**src/rtl/wide_add_seq_pkg.sv**
```systemverilog
// wide_add_seq shared types and helpers.
// FSM states, byte width and ID width helper.
package wide_add_seq_pkg;

  localparam int BYTE_W = 8;

  typedef enum logic [1:0] {
    IDLE,
    RUN,
    DONE
  } state_t;

  function automatic int id_w(input int n);
    return (n > 1) ? $clog2(n) : 1;
  endfunction

endpackage

```
**src/rtl/wide_add_seq_rca.sv**
```systemverilog
// wide_add_seq 8-bit ripple-carry adder slice.
// One byte of the wide sum per clock.
module wide_add_seq_rca
  import wide_add_seq_pkg::*;
(
  input  logic [BYTE_W-1:0] a,
  input  logic [BYTE_W-1:0] b,
  input  logic              cin,
  output logic [BYTE_W-1:0] sum,
  output logic              cout
);

  // Bit-by-bit ripple of the carry
  always_comb begin
    logic cy;
    sum = '0;
    cy  = cin;
    for (int i = 0; i < BYTE_W; i++) begin
      sum[i] = a[i] ^ b[i] ^ cy;
      cy     = (a[i] & b[i]) | (cy & (a[i] ^ b[i]));
    end
    cout = cy;
  end

endmodule

```
**src/rtl/wide_add_seq.sv**
```systemverilog
// wide_add_seq: byte-serial wide adder, round-robin shared.
// Define WIDE_ADD_SEQ_SUB_EN to add req_sub (A - B).
module wide_add_seq
  import wide_add_seq_pkg::*;
#(
  parameter  int NBYTES = 4,
  parameter  int NREQ   = 2,
  localparam int W      = 8 * NBYTES,
  localparam int IW     = id_w(NREQ)
) (
  input  logic              clk,
  input  logic              rst_n,
  input  logic [NREQ-1:0]   req_valid,
  output logic [NREQ-1:0]   req_ready,
  input  logic [NREQ*W-1:0] req_opa,
  input  logic [NREQ*W-1:0] req_opb,
  input  logic [NREQ-1:0]   req_cin,
`ifdef WIDE_ADD_SEQ_SUB_EN
  input  logic [NREQ-1:0]   req_sub,
`endif
  output logic              res_valid,
  input  logic              res_ready,
  output logic [W-1:0]      res_data,
  output logic              res_cout,
  output logic [IW-1:0]     res_id
);

  localparam int IXW = (NBYTES > 1) ? $clog2(NBYTES) : 1;
  localparam logic [IXW-1:0] LAST = IXW'(NBYTES - 1);
  localparam logic [IW-1:0]  RMAX = IW'(NREQ - 1);

  state_t            state;
  state_t            state_nx;
  logic [IW-1:0]     rr_ptr;
  logic [IW-1:0]     gnt;
  logic              gnt_ok;
  logic              accept;
  logic [IXW-1:0]    idx;
  logic              carry;
  logic [W-1:0]      opa;
  logic [W-1:0]      opb;
  logic              sub_q;
  logic              sub_in;
  logic [BYTE_W-1:0] a_byte;
  logic [BYTE_W-1:0] b_byte;
  logic [BYTE_W-1:0] s_byte;
  logic              c_byte;

`ifdef WIDE_ADD_SEQ_SUB_EN
  assign sub_in = req_sub[gnt];
`else
  assign sub_in = 1'b0;
`endif

  // First valid requester at or above rr_ptr, wrapping
  always_comb begin
    int p;
    gnt    = '0;
    gnt_ok = 1'b0;
    p      = 0;
    for (int j = 0; j < NREQ; j++) begin
      p = int'(rr_ptr) + j;
      if (p >= NREQ) p = p - NREQ;
      if (!gnt_ok && req_valid[p]) begin
        gnt    = IW'(p);
        gnt_ok = 1'b1;
      end
    end
  end

  assign accept = (state == IDLE) && gnt_ok && rst_n;

  // State register
  always_ff @(posedge clk or negedge rst_n) begin
    if (!rst_n) state <= IDLE;
    else        state <= state_nx;
  end

  // Next state and grant strobe
  always_comb begin
    state_nx  = state;
    req_ready = '0;
    unique case (state)
      IDLE: begin
        if (accept) begin
          req_ready[gnt] = 1'b1;
          state_nx       = RUN;
        end
      end
      RUN: begin
        if (idx == LAST) state_nx = DONE;
      end
      DONE: begin
        if (res_ready) state_nx = IDLE;
      end
      default: state_nx = IDLE;
    endcase
  end

  assign a_byte = opa[idx*BYTE_W +: BYTE_W];
  assign b_byte = opb[idx*BYTE_W +: BYTE_W]
                ^ {BYTE_W{sub_q}};

  wide_add_seq_rca u_rca (
    .a    (a_byte),
    .b    (b_byte),
    .cin  (carry),
    .sum  (s_byte),
    .cout (c_byte)
  );

  // Operand latch, byte sequencing and result registers
  always_ff @(posedge clk or negedge rst_n) begin
    if (!rst_n) begin
      rr_ptr    <= '0;
      idx       <= '0;
      carry     <= 1'b0;
      opa       <= '0;
      opb       <= '0;
      sub_q     <= 1'b0;
      res_valid <= 1'b0;
      res_data  <= '0;
      res_cout  <= 1'b0;
      res_id    <= '0;
    end else begin
      unique case (state)
        IDLE: begin
          if (accept) begin
            opa    <= req_opa[gnt*W +: W];
            opb    <= req_opb[gnt*W +: W];
            sub_q  <= sub_in;
            carry  <= sub_in | req_cin[gnt];
            res_id <= gnt;
            rr_ptr <= (gnt == RMAX) ? '0 : gnt + 1'b1;
            idx    <= '0;
          end
        end
        RUN: begin
          res_data[idx*BYTE_W +: BYTE_W] <= s_byte;
          carry <= c_byte;
          if (idx == LAST) begin
            idx       <= '0;
            res_valid <= 1'b1;
            res_cout  <= c_byte;
          end else begin
            idx <= idx + 1'b1;
          end
        end
        DONE: begin
          if (res_ready) res_valid <= 1'b0;
        end
        default: ;
      endcase
    end
  end

endmodule

```
**config.mk**
```make
export PLATFORM = sky130hd
export DESIGN_NAME = wide_add_seq
export DESIGN_NICKNAME = d
export VERILOG_FILES = /design/src/rtl/wide_add_seq_pkg.sv /design/src/rtl/wide_add_seq_rca.sv /design/src/rtl/wide_add_seq.sv
export SDC_FILE = /design/constraint.sdc
export NUM_CORES = 1
export LEC_CHECK = 0
export CORE_ASPECT_RATIO = 0.8
export CORE_MARGIN = 2
export CORE_UTILIZATION = 36
export CTS_CLUSTER_SIZE = 10
export DETAILED_ROUTE_END_ITERATION = 7
export GPL_TIMING_DRIVEN = 1
export MAX_ROUTING_LAYER = met4
export PLACE_DENSITY = 0.71
export SYNTH_ARGS = -nofsm -noshare
export SYNTH_HDL_FRONTEND = slang
export SYNTH_SLANG_ARGS = --single-unit
```
**constraint.sdc**
```tcl
create_clock -name clk -period 5.55 [get_ports clk]
set_clock_uncertainty 0.05 [all_clocks]
set_input_delay 0.8325 -clock clk [delete_from_list [all_inputs] [get_ports clk]]
set_output_delay 0.8325 -clock clk [all_outputs]
set_load 0.01 [all_outputs]
```
==> results of run 1 <==
## worst paths after layout
path,endpoint,cells after the start,start
max,res_data[31],15,idx[0]
min,res_data[7],1,rst_n
max reg2reg,res_data[31],15,idx[0]
min reg2reg,res_data[13],1,res_data[13]
max in group asynchronous,opb[16],2,rst_n
min in group clk,res_data[13],1,res_data[13]
## power groups by stage
stage	combinational, uW	clock (uW)	sequential [uW]
floorplan	1240	0	1250
global placement	1830	0	1330
detailed placement	1900	0	1330
CTS	1920	645	1330
global route	2090	678	1370
finish	1910	631	1330
## flip-flops by register name, indices dropped and copies added, names as in the netlist
| signal | cells |
|---|---|
| res_id | 1 |
| carry | 1 |
| opb | 32 |
| res_valid | 1 |
| res_cout | 1 |
| res_data | 32 |
| opa | 32 |
| state | 2 |
| rr_ptr | 1 |
| idx | 2 |
## metrics by stage
stage           util  hold WS [ns]  area (um2)
2_1_floorplan      -         0.424        5260
3_3_place_gp   0.494         0.427        7060
3_5_place_dp   0.494         0.425        7060
4_1_cts        0.514         0.443        7350
5_1_grt        0.514         0.468        7350
6_report       0.514         0.446        7350
## logic make-up after synthesis
group | share of synthesized area
flip-flops | 0.500
AO/OA/AOI/OAI | 0.189
multiplexers | 0.0707
adder cells (fa/ha/maj) | 0.0448
buffers and inverters | 0.0569
AND/OR/NAND/NOR | 0.138
## layer usage
| layer | up-vias | GRT usage |
|---|---|---|
| met1 | 2226 | 0.311 |
| met5 | - | - |
| met4 | 0 | 0.0451 |
| li1 | 2051 | - |
| met3 | 19 | 0.0623 |
| met2 | 204 | 0.320 |
## area by class of cell
cell class,instances,area share
Tap cell,184,0.0313
Sequential cell,105,0.357
Multi-Input combinational cell,295,0.319
Timing Repair Buffer,179,0.240
Inverter,23,0.0117
Clock inverter,6,0.00919
Clock buffer,10,0.0311
## layout by cell type (no fill, tap or decap), types with 4 or more instances in the layout
master           Yosys  routed
a21oi_1              4       4
a221o_1             64      64
a22o_1               5       5
buf_4                2       9
clkbuf_16            0       9
clkdlybuf4s50_1      0     169
dfrtp_1            105     105
fa_1                 8       8
ha_1                 6       6
inv_1               23      23
mux4_2              16      16
nand2_1             74      74
nor3_1              66      66
o2bb2ai_1           28      28
==> run_results.csv, run 1 <==
group,metric,value,unit
drt,drt-total-wl,16000,um
placement,place_congestion,0.856,
worst_setup_path,cp_cell_sequence,"buf_4 > mux4_2 > inv_1 > fa_1 > fa_1 > fa_1 > fa_1 > inv_1 > fa_1 > inv_1 > fa_1 > fa_1 > inv_1 > fa_1 > a22o_1",
synth,synth_common_cells,"105 x dfrtp_1, 74 x nand2_1, 66 x nor3_1",
worst_setup_path,path_delay_family,"adder cells",
pwr,p_seq_frac,0.345,
status,outcome,"finished clean",
global_routing,grt_pass1_wl,25900,um
pwr,ir_worst_vdd,0.000271,V
clocking,path_clk_slew,0.07,ns
drt,wl_met3,1280,um
drt,vias,4500,
flow_run,maxCapViolCount,0,
final_layout,fill_cells,1221,
drt,met1_length,7350,um
worst_setup_path,reg2reg_setup_slack,0.90,ns
clocking,cts-resized-gates,0,
synth,synth-warning-count,0,
worst_setup_path,worstPathRequired,5.74,ns
drt,drt-initial-drc-count,323,
floorplan,die_x,139,um
clocking,post_cts_buffers,0,
clocking,hold_buffers,0,
pwr,power,3870,uW
sta,slew_violations,0,
floorplan,die_area,0.0156,mm2
final_layout,multi_input_area,0.00235,mm2
synth,async_reset_ff_frac,1.00,
synth,synth_most_common_cell,"dfrtp_1",
clocking,ctsRootBufferMaster,"clkbuf_16",
sta,period_share,0.839,
pwr,power.net_switching,1520,uW
final_layout,final_nets,762,
clocking,cts_buffer_depth,2,
worst_setup_path,crit_path_frequent_cell,"fa_1",
floorplan,ios,172,
drt,vias_per_cell,5.61,
drt,top_layer,"met4",
global_routing,grt_max_degree,71,
sta,fin_ws,0.896,ns
placement,portBuffers,171,
sta,maxSlewHeadroom,0.213,
worst_setup_path,worst-path-max-fanout,17,
worst_setup_path,crit_path_max_incr_delay,0.46,ns
pwr,sw_frac_of_total,0.392,
sta,period_minus_slack,4.65,ns
sta,fmax,215,MHz
clocking,clock-sinks,105,
floorplan,die_y,112,um
worst_setup_path,start_kind,"register",
drt,drt-wirelength-per-cell,19.9,um
final_layout,register_area,0.00263,mm2
placement,post-place-cells,786,
final_layout,area_delta_synth_final,39.9,%
pwr,power_frac_clock,0.163,
synth,syn_inst,466,
clocking,worstSkewPairLatency,0.35,ns
pwr,p_int,2350,uW
drt,drc_errors,0,
clocking,cts_tree,"done",
synth,synth.avg_cell_area,11.3,um2
sta,tns,0,ns
global_routing,antenna_found_initial,0,
clocking,cts_buffers,9,
synth,synth-seq-cells,105,
global_routing,gr-total-overflow,0,
synth,syn_nets,615,
worst_setup_path,path_buf_inv,5,
final_layout,instances_no_fill,802,
pwr,leakagePower,0.00303,uW
drt,final_antenna_net_count,0,
sta,rsz0062_at_grt,"no",
synth,synthDistinctLibCells,33,
placement,dp_hpwl,11700,um
global_routing,grt_pass1_vias,4682,
final_layout,n_antenna_cell,0,
final_layout,drive_gt1_frac,0.0793,
pwr,power_density,526,mW/mm2
synth,ys.flop_type,"dfrtp_1",
synth,synth_edf_count,0,
worst_setup_path,cp.arrival,4.84,ns
worst_setup_path,criticalPathCategory,"reg2reg",
synth,yosys.area.top_type,"dfrtp_1",
synth,synth.top_cell.area_share,0.500,
floorplan,initial_core_util,0.368,
pwr,power_frac_comb,0.493,
sta,worst_slew_pin_slew,1.18,ns
global_routing,grt_usage,0.220,
clocking,htreeDepth,3,
floorplan,core,0.0143,mm2
floorplan,num_rows,39,
drt,dr.pass1.iters,5,
synth,netlist_area,0.00526,mm2
placement,pre_cts_ws,0.899,ns
synth,synth_area_leaders,"dfrtp_1 50%, a221o_1 12%, mux4_2 6.9%",
sta,hold_violations,0,
sta,finalSetupViolations,0,
min_path,min_path_type,"in2async",
drt,met2_length,7120,um
synth,yosysSeqAreaShare,0.500,
worst_setup_path,worst_path_max_delay_cell,"fa_1",
worst_setup_path,end_kind,"register",
(Power assumes the default switching activity.)
==> run 2: changes to the inputs <==
==> constraint.sdc (replaced) <==
create_clock -name clk -period 4.5 [get_ports clk]
set_clock_uncertainty 0.05 [all_clocks]
set_input_delay 0.675 -clock clk [delete_from_list [all_inputs] [get_ports clk]]
set_output_delay 0.675 -clock clk [all_outputs]
set_load 0.01 [all_outputs]
==> run 2 against run 1 <==
Non-clock buffer count grew 4. Count of clock-buffer cells in the layout grew 1. Utilization grew 0.070 points. Fmax grew 8.1%. Final area grew 0.14%. Sequential share of layout area is essentially flat. Via count grew 2.9%. Largest cell class unchanged. Largest power group unchanged.
==> run_results.csv, run 2 (synthesized netlist as in run 1, its figures left out) <==
group,metric,value,unit
global_routing,grt_use_met1,0.313,
clocking,worstSkewPairLatency,0.35,ns
sta,worst_slew_pin_slew,0.959,ns
worst_setup_path,reg2reg_from,"idx[0]",
floorplan,die_y,112,um
sta,finalSetupViolations,0,
pwr,ir_worst_vdd,0.000397,V
flow_run,maxCapViolCount,0,
final_layout,multi_input_area,0.00236,mm2
clocking,cts_buffers,9,
pwr,power,4780,uW
clocking,clock-sinks,105,
sta,period_share,0.957,
floorplan,num_rows,39,
final_layout,final_common_cell,"clkdlybuf4s50_1",
min_path,min_path_type,"in2async",
global_routing,antenna_found_initial,0,
sta,rsz0062_at_grt,"no",
final_layout,layout_common_cells,"169 x clkdlybuf4s50_1, 104 x dfrtp_1, 74 x nand2_1",
global_routing,gr-total-overflow,0,
final_layout,drive_gt1_frac,0.0932,
pwr,power.net_switching,1890,uW
sta,slew_violations,0,
clocking,ctsRootBufferMaster,"clkbuf_16",
placement,placed_area,0.00709,mm2
final_layout,area_delta_synth_final,40.1,%
final_layout,fin_area,0.00736,mm2
pwr,power_density,649,mW/mm2
clocking,htreeDepth,3,
clocking,path_clk_slew,0.07,ns
sta,maxSlewHeadroom,0.361,
placement,portBuffers,171,
final_layout,finalCoreUtilization,0.515,
global_routing,grt_pass1_wl,26100,um
pwr,sw_frac_of_total,0.395,
worst_setup_path,setup.worst_path.end,"res_data[31]",
placement,dp_hpwl,12300,um
worst_setup_path,start_kind,"register",
sta,period_minus_slack,4.31,ns
worst_setup_path,worst-r2r-cell-count,14,
drt,dr.pass1.iters,5,
drt,final_antenna_net_count,0,
drt,drt-total-wl,16500,um
global_routing,grt_max_degree,79,
floorplan,initial_core_util,0.368,
global_routing,grt_pass1_vias,4648,
worst_setup_path,worstPathRequired,4.69,ns
final_layout,fill_cells,1263,
worst_setup_path,criticalPathCategory,"reg2reg",
worst_setup_path,crit_start,"idx[0]",
clocking,cts_buffer_depth,2,
global_routing,met2_usage,0.313,
pwr,leakagePower,0.00302,uW
pwr,power_frac_clock,0.151,
pwr,p_int,2890,uW
clocking,hold_buffers,0,
worst_setup_path,reg2reg_setup_slack,0.19,ns
global_routing,grt_most_used_layer,"met1",
floorplan,die_x,139,um
final_layout,register_area,0.00263,mm2
final_layout,final_nets,766,
drt,drc_errors,0,
floorplan,ios,172,
worst_setup_path,rr_endpoint,"res_data[31]",
status,outcome,"finished clean",
pwr,p_seq_frac,0.343,
worst_setup_path,end_kind,"register",
drt,vias_per_cell,5.75,
worst_setup_path,worst-path-max-fanout,5,
drt,drt-initial-drc-count,397,
drt,drt-wirelength-per-cell,20.5,um
final_layout,largestRegisters,"opa (32), opb (32), res_data (32)",
final_layout,n_antenna_cell,0,
floorplan,die_area,0.0156,mm2
clocking,cts_tree,"done",
global_routing,grt_usage,0.221,
clocking,post_cts_buffers,0,
worst_setup_path,cp.arrival,4.50,ns
global_routing,use_met3,0.0631,
placement,place_congestion,0.845,
sta,hold_violations,0,
floorplan,core,0.0143,mm2
drt,vias,4632,
pwr,power_frac_comb,0.507,
sta,fmax,232,MHz
## run 2: repair_timing
action / in CTS / in global routing
resized for setup: 1 / 5
pin swaps: 0 / 1
setup endpoints to repair: 3 / 4
endpoints found under the hold margin: 0 / 0
## run 2: critical path: stages (launching register included)
cell and delay, ns:
dfrtp_2 0.45, mux4_2 0.35, inv_1 0.05, fa_1 0.41, fa_2 0.35, fa_2 0.36, fa_2 0.35, inv_2 0.07
fa_1 0.17, inv_1 0.07, fa_2 0.39, fa_1 0.37, inv_1 0.08, fa_1 0.46, a22o_1 0.22
## run 2: per-layer routing
metal,wire length (um),share of wire,up-vias
met1,7620,0.46,2325
met2,7290,0.44,204
li1,-,-,2080
met5,0,0,-
met4,265,0.016,0
met3,1340,0.081,23
## run 2: worst min path at each step
stage | startpoint | to | cells after the start
floorplan | rst_n | carry | 0
global placement | res_data[21] | res_data[21] | 1
CTS | rst_n | res_valid | 1
global route | rst_n | state[1] | 1
finish | rst_n | state[1] | 1
detailed placement | res_data[10] | res_data[10] | 1
## run 2: power by group through the flow
stage / Sequential, uW / Combinational (uW) / Clock, uW
2_1_floorplan: 1540 / 1540 / 0
3_3_place_gp: 1620 / 2280 / 0
3_5_place_dp: 1640 / 2400 / 0
4_1_cts: 1630 / 2410 / 728
5_1_grt: 1670 / 2660 / 767
6_report: 1640 / 2420 / 720
## run 2: through the flow
stage | hold WS, ns | setup slack, ns | instances | TNS, ns
2_1_floorplan | 0.329 | 0.0324 | 466 | 0
3_3_place_gp | 0.424 | 0.108 | 790 | 0
3_5_place_dp | 0.423 | -0.0206 | 790 | -0.0427
4_1_cts | 0.201 | 0.00612 | 806 | 0
5_1_grt | 0.211 | 0.0193 | 806 | 0
6_report | 0.185 | 0.193 | 806 | 0
## run 2: cell type report
| type | instances | share of cell area |
|---|---|---|
| clock inverters | 5 | 0.00442 |
| flip-flops and latches | 105 | 0.357 |
| repair buffers | 183 | 0.244 |
| clock buffers | 11 | 0.0316 |
| well taps | 184 | 0.0313 |
| multi-input cells | 295 | 0.320 |
| inverters | 23 | 0.0117 |
==> run 3: changes to the inputs <==
==> constraint.sdc (replaced) <==
create_clock -name clk -period 4.3 [get_ports clk]
set_clock_uncertainty 0.05 [all_clocks]
set_input_delay 0.645 -clock clk [delete_from_list [all_inputs] [get_ports clk]]
set_output_delay 0.645 -clock clk [all_outputs]
set_load 0.01 [all_outputs]
==> run 3 against run 2 <==
Clock power increased by 11%. Non-clock buffer count decreased by 1. Global-route usage increased by 0.14 points. Die area unchanged. Routed wire length decreased by 0.45%. Count of clock-buffer cells in the layout unchanged. Flip-flop and latch count unchanged. Fmax increased by 3.8%. Combinational power increased by 7%. Worst setup slack got worse by 0.041 ns. Critical endpoint unchanged.
==> run_results.csv, run 3 (synthesized netlist as in run 1, its figures left out) <==
group,metric,value,unit
clocking,htreeDepth,3,
drt,vias,4572,
floorplan,initial_core_util,0.368,
pwr,leakagePower,0.00304,uW
sta,maxSlewHeadroom,0.531,
final_layout,multi_input_area,0.00236,mm2
placement,dp_hpwl,12200,um
sta,period_share,0.964,
global_routing,gr-total-overflow,0,
global_routing,grt_pass1_vias,4472,
drt,drt-initial-drc-count,382,
sta,hold_violations,0,
clocking,cts_tree,"done",
final_layout,layout_common_cells,"169 x clkdlybuf4s50_1, 104 x dfrtp_1, 74 x nand2_1",
final_layout,fin_area,0.00738,mm2
sta,worst_slew_pin_slew,0.704,ns
clocking,worstSkewPairLatency,0.35,ns
placement,post-place-cells,789,
sta,finalSetupViolations,0,
worst_setup_path,end_kind,"register",
clocking,clock-sinks,105,
floorplan,die_y,112,um
flow_run,maxCapViolCount,0,
global_routing,antenna_found_initial,0,
floorplan,ios,172,
final_layout,final_common_cell,"clkdlybuf4s50_1",
floorplan,die_x,139,um
final_layout,fill_cells,1259,
sta,tns,0,ns
final_layout,register_area,0.00263,mm2
final_layout,largestRegisters,"opa (32), opb (32), res_data (32)",
placement,placed_area,0.00709,mm2
drt,drc_errors,0,
pwr,ir_worst_vdd,0.000439,V
sta,slew_violations,0,
final_layout,area_delta_synth_final,40.5,%
worst_setup_path,worst-path-max-fanout,4,
worst_setup_path,cp.arrival,4.33,ns
sta,fmax,241,MHz
drt,drt-wirelength-per-cell,20.4,um
floorplan,die_area,0.0156,mm2
global_routing,grt_max_degree,66,
pwr,power_density,692,mW/mm2
floorplan,core,0.0143,mm2
clocking,ctsRootBufferMaster,"clkbuf_16",
drt,dr.pass1.iters,5,
min_path,min_path_type,"in2async",
final_layout,drive_gt1_frac,0.0966,
pwr,power,5110,uW
worst_setup_path,criticalPathCategory,"reg2reg",
drt,drt-total-wl,16400,um
floorplan,num_rows,39,
worst_setup_path,start_kind,"register",
clocking,cts_buffer_depth,2,
final_layout,instances_no_fill,805,
clocking,hold_buffers,0,
worst_setup_path,worstPathRequired,4.48,ns
sta,rsz0062_at_grt,"no",
placement,portBuffers,171,
global_routing,grt_usage,0.222,
final_layout,final_nets,765,
status,outcome,"finished clean",
global_routing,grt_pass1_wl,25900,um
final_layout,finalCoreUtilization,0.516,
sta,period_minus_slack,4.15,ns
placement,place_congestion,0.927,
clocking,cts_buffers,9,
final_layout,n_antenna_cell,0,
drt,vias_per_cell,5.68,
clocking,path_clk_slew,0.07,ns
drt,final_antenna_net_count,0,
-- run 3: cell types whose count changed in the layout (fill, tap and decap cells not counted) --
cell        before  now
buf_4           13   12
bufinv_16        0    1
clkinv_2         2    3
clkinvlp_4       3    0
fa_1             4    2
fa_2             4    6
inv_1           22   21
inv_2            1    2
inv_6            0    1
-- run 3: worst max-delay path, cell delays in order, from the launching register on --
cell and delay, ns:
dfrtp_2 0.44, mux4_2 0.35, inv_1 0.06, fa_2 0.37
fa_2 0.36, fa_2 0.37, fa_2 0.35, inv_2 0.07
fa_1 0.16, inv_1 0.05, fa_2 0.35, fa_2 0.35
inv_2 0.06, fa_1 0.44, a22o_1 0.21
-- run 3: worst paths after layout --
check                             from            to  slack, ns  depth (start not counted)
max in group asynchronous        rst_n        idx[0]       2.64                          3
min in group clk           res_data[2]   res_data[2]       0.44                          1
setup reg to reg                idx[0]  res_data[31]       0.15                         14
hold / removal                   rst_n        rr_ptr       0.04                          1
hold reg to reg            res_data[2]   res_data[2]       0.44                          1
setup / recovery                idx[0]  res_data[31]       0.15                         14
-- run 3: repair_timing --
| action | CTS | global route |
|---|---|---|
| endpoints found under the hold margin | 0 | 0 |
| pin swaps | 1 | 4 |
| setup buffers | 0 | 0 |
| endpoints found under the setup margin | 2 | 4 |
| resized for setup | 0 | 4 |
-- run 3: power breakdown --
| group | internal, uW | switching [uW] |
|---|---|---|
| logic | 1260 | 1330 |
| registers | 1390 | 331 |
| clock network | 451 | 349 |
-- run 3: per-stage QoR --
stage               setup WS (ns)  hold slack [ns]
global placement           0.0879            0.409
detailed placement       0.000433            0.410
finish                      0.153           0.0411
CTS                        0.0109           0.0366
floorplan                  0.0149            0.299
global route               0.0410           0.0351
-- run 3: cell type report --
cell class              instances  area share
flip-flops and latches        105       0.356
clock inverters                 5     0.00729
repair buffers                182       0.242
inverters                      23      0.0117
well taps                     184      0.0312
clock buffers                  11      0.0315
multi-input cells             295       0.320
-- run 3: metal layers --
layer | routed length, um | vias up | part of all wire | global-route usage
met3 | 1450 | 22 | 0.088 | 0.0589
met2 | 7490 | 235 | 0.46 | 0.320
li1 | - | 2065 | - | -
met4 | 252 | 0 | 0.015 | 0.0579
met5 | 0 | - | 0 | -
met1 | 7240 | 2250 | 0.44 | 0.315
